### config.mk
export PLATFORM = sky130hd
export DESIGN_NAME = lfsr16
export DESIGN_NICKNAME = d
export VERILOG_FILES = /design/src/rtl/sum_checker_pkg.sv /design/src/rtl/lfsr16.sv
export SDC_FILE = /design/constraint.sdc
export NUM_CORES = 1
export LEC_CHECK = 0
export CORE_MARGIN = 5
export CORE_UTILIZATION = 39
export CTS_CLUSTER_SIZE = 12
export DETAILED_ROUTE_END_ITERATION = 7
export PLACE_DENSITY = 0.77
export SYNTH_ARGS = -nofsm -noshare
export SYNTH_HDL_FRONTEND = slang
export SYNTH_SLANG_ARGS = --single-unit
### constraint.sdc
create_clock -name clk -period 1.6 [get_ports clk]
set_input_delay 0.32 -clock clk [delete_from_list [all_inputs] [get_ports clk]]
set_output_delay 0.32 -clock clk [all_outputs]
set_load 0.01 [all_outputs]
### src/rtl/sum_checker_pkg.sv
// Shared types and constants for the sum_checker adder self-test block.
package sum_checker_pkg;

    localparam int unsigned LFSR_W = 16;
    localparam logic [LFSR_W-1:0] LFSR_TAPS = 16'hB400;
    localparam logic [7:0] NO_FAIL = 8'hFF;

    typedef enum logic [2:0] {
        IDLE,
        DRIVE,
        WAIT,
        CHECK,
        DONE
    } state_e;

    // Fibonacci step: shift left, feedback from bits 15, 13, 12 and 10.
    function automatic logic [LFSR_W-1:0] lfsr_next(input logic [LFSR_W-1:0] s);
        return {s[LFSR_W-2:0], ^(s & LFSR_TAPS)};
    endfunction

endpackage

### src/rtl/lfsr16.sv
// 16-bit Fibonacci LFSR with synchronous reload; q is the register itself.
module lfsr16
    import sum_checker_pkg::*;
(
    input  logic              clk,
    input  logic              rst,
    input  logic              load,
    input  logic [LFSR_W-1:0] seed,
    input  logic              step,
    output logic [LFSR_W-1:0] q
);

    logic [LFSR_W-1:0] q_q;
    logic [LFSR_W-1:0] q_d;

    always_comb begin
        q_d = q_q;
        if (load) begin
            q_d = seed;
        end else if (step) begin
            q_d = lfsr_next(q_q);
        end
    end

    always_ff @(posedge clk) begin
        if (rst) begin
            q_q <= seed;
        end else begin
            q_q <= q_d;
        end
    end

    assign q = q_q;

endmodule

==> results by stage <==
GRT:
- The first global-routing pass estimated 2340 um of wire.
- The via count of the first global-routing pass is 499.
- Entering global routing, the biggest net connects 18 pins.
- Global routing used 11.9% of the available tracks across all layers.
- The overflow left after global routing is 0.
- The initial antenna violation count was 0.

Setup path:
- The number of cells on the worst reg-to-reg path is 4.
- The largest stage delay on the critical path is 0.55 ns.
- The worst setup path category is reg -> out.
- The endpoint identified for the worst register-to-register timing path is q[0].
- The setup check on the worst reg-to-reg path leaves a slack of 0.35 ns.
- The critical path data required time is 1.28 ns.
- Data arrives at the worst endpoint at 1.22 ns.
- STA classifies the critical path startpoint as a flip-flop.
- The number of buffer and inverter instances along the worst setup path is 1.
- The cell with the largest stage delay on the worst path is sky130_fd_sc_hd__clkdlybuf4s50_1.
- Walking the worst path, the cells encountered are clkdlybuf4s50_1.
- The reg-to-reg critical path startpoint is q[10].
- STA classifies the critical path endpoint as an output pin.
- The kind of cell adding the most delay to the critical path is buffers and inverters.
- The largest fanout of any net on the critical path is 3.

Yosys:
- The synthesized area per cell is 19.3 sq um.
- The fraction of synthesized cell area taken by the top area cell type is 63.8%.
- The Yosys step of the flow raised 0 warnings.
- The flop and latch count out of synthesis is 16.
- The cell area that synthesis handed to floorplanning was 753 sq um.
- The distinct cell type count of the synthesized netlist is 9.
- sky130_fd_sc_hd__edfxtp_1 takes more of the synthesized area than any other cell.
- For this run, the register share of the synthesized area comes to 63.8%.
- When the netlist entered floorplanning its net count stood at 59.
- In the post-synthesis netlist, the biggest area contributors are sky130_fd_sc_hd__edfxtp_1, sky130_fd_sc_hd__mux2_4, sky130_fd_sc_hd__mux2_2.
- The count of mapped cells out of synthesis is 39.

Timing:
- The final-report setup violation count is 0.
- Hold timing on the final database bottoms out at a slack of 0.584 ns.
- Setup repair after global routing left no endpoint under its margin.
- The final worst clock skew is 0.00167 ns.
- The setup TNS after final layout is 0 ns.
- The achievable clock frequency is 647 MHz.
- The time the final worst path needs with I/O delays and setup is 1.54 ns.
- The worst-case setup margin in the final layout is 0.0553 ns.
- The hold violation count in the final report is 0.
- The number of max-slew violations in the final report is 0.
- The worst pin sits at a relative slew slack of 75.1%.
- The slew at the pin closest to its max-slew limit is 0.373 ns.
- In the finished design, the share of the clock period the worst path needs comes to 96.5%.

Worst hold path:
- The startpoint identified for the worst hold timing path is q[1].
- Along the worst hold path, the cell count comes to 1.
- The worst hold path belongs to the class reg -> reg.
- The end of the worst hold path is q[2].

Detailed routing:
- The number of detailed-route iterations in the first pass is 2.
- The routed wire length per instance is 15.1 um.
- The total detailed-routing wirelength is 1580 um.
- Dividing the detail-routed via count by the number of cells gives 4.55.
- After the first detailed-routing iteration, the DRC count stood at 1.
- The total via count in the routed design is 478.
- The count of nets left with antenna violations once routing finished came out at 0.
- For this run, design rule violations remaining after detail routing come to 0.

Clock network:
- CTS built an H-tree with a depth of 1.
- The clock slew at the register clock pins of the worst setup and hold paths is 0.09 ns.
- The clock passes through at most 2 buffers.
- The latest clock arrival within the worst-skew pair is 0.27 ns.
- The number of buffers added by the clock tree synthesis step is 3.
- The root buffer cell is sky130_fd_sc_hd__clkbuf_4.
- TritonCTS built the clock tree.
- The quantity of gates resized following cts is 0.
- The total clock sinks is 16.

Job:
- Max-cap violations in this run came to 0.

Finish:
- Cells fill 66.0% of the core in the end.
- The number of antenna diodes is 0.
- The area growth from synthesis to layout is 56.1%.
- The net count of the finished layout is 101.
- The number of flip-flops in the largest register is 16.
- The post-layout instance count excluding filler cells is 105.
- Of the cells placed in the final design, the portion with a size suffix greater than 1 is 28.7%.

Power:
- Dividing total power by cell area gives a power density of 852 nW/um^2.
- VDD sags by at most 0.529 mV.
- The analysis attributes to cell leakage a power of 0.000437 uW.

Floorplanning:
- The core region is 1780 sq um.
- The width of the chip is 53.9 um.
- 36 I/O pins were placed.
- Once the floorplan was initialized, standard cells occupied 42.2% of the core.
- The floorplan has 15 rows.
- The die area is 2910 sq um.
- The die height is 53.9 um.

Place:
- The number of buffers added on ports is 35.
- Timing analysis after detailed placement gives a worst setup slack of -0.219 ns.
- The routability-driven placement congestion ratio is 0.652.
- The HPWL reported at the end of detailed placement is 1220 um.
- The placed instance count is 99.

Status:
- The flow ran to the end, and the final reports show no timing, DRC or antenna violations.
## placed cells by master, fill, tap and decap left out
| cell type | count |
|---|---|
| sky130_fd_sc_hd__clkbuf_4 | 3 |
| sky130_fd_sc_hd__or3_2 | 1 |
| sky130_fd_sc_hd__nor2_4 | 1 |
| sky130_fd_sc_hd__clkdlybuf4s50_1 | 35 |
| sky130_fd_sc_hd__buf_4 | 2 |
| sky130_fd_sc_hd__nor2_1 | 1 |
| sky130_fd_sc_hd__a21oi_1 | 1 |
| sky130_fd_sc_hd__xnor2_1 | 3 |
| sky130_fd_sc_hd__edfxtp_1 | 16 |
| sky130_fd_sc_hd__mux2_2 | 7 |
| sky130_fd_sc_hd__buf_12 | 1 |
| sky130_fd_sc_hd__mux2_4 | 8 |
| sky130_fd_sc_hd__clkinv_1 | 1 |
## metal layers
metal | track usage, % | vias to the layer above | wire length [um]
met2 | 21.2 | 18 | 854
met3 | 3.60 | 0 | 114
li1 | - | 233 | -
met5 | 0 | - | 0
met1 | 13.6 | 227 | 615
met4 | 3.83 | 0 | 0
## where the power goes
part           internal [uW]  total (uW)  switching [uW]  leakage (uW)
registers                513         535            22.5      0.000166
clock network           90.3         207             117     0.0000154
logic                    174         259            85.3      0.000255
## cell usage after synthesis
master                     count
sky130_fd_sc_hd__nor2_4        1
sky130_fd_sc_hd__mux2_4        8
sky130_fd_sc_hd__edfxtp_1     16
sky130_fd_sc_hd__or3_2         1
sky130_fd_sc_hd__a21oi_1       1
sky130_fd_sc_hd__buf_12        1
sky130_fd_sc_hd__nor2_1        1
sky130_fd_sc_hd__mux2_2        7
sky130_fd_sc_hd__xnor2_1       3
## cell families (layout without fill, tap and decap cells)
logic type,after synthesis,in the layout,share of synthesized area [%]
flip-flops,16,16,63.8
multiplexers,15,15,26.4
XOR/XNOR,3,3,3.49
AND/OR/NAND/NOR,3,3,2.99
AO/OA/AOI/OAI,1,1,0.664
buffers and inverters,1,42,2.66
## worst max path at each step
stage	from	to	slack [ns]	cells past startpoint
2_1_floorplan	load	q[0]	0.35	1
3_3_place_gp	load	q[0]	-0.19	2
3_5_place_dp	load	q[11]	-0.22	2
4_1_cts	q[12]	q[12]	0.04	1
5_1_grt	q[10]	q[10]	0.01	1
6_report	q[13]	q[13]	0.06	1
## through the flow
| step | area (sq um) | power, uW |
|---|---|---|
| 2_1_floorplan | 753 | 651 |
| 3_3_place_gp | 1130 | 795 |
| 3_5_place_dp | 1130 | 799 |
| 4_1_cts | 1170 | 1020 |
| 5_1_grt | 1180 | 1050 |
| 6_report | 1180 | 1000 |
## area by class of cell
cell class	count	area, sq um
fill	131	607
timing repair buffer	38	385
multi-input combinational	22	253
tap	25	31.3
sequential	16	480
clock inverter	1	3.75
clock buffer	3	22.5
## repair_timing
| item | in CTS | in global routing |
|---|---|---|
| hold buffers | 0 | 0 |
| setup endpoints to repair | 1 | 1 |
| setup buffers | 1 | 1 |
Power figures use the tool's default switching activity.
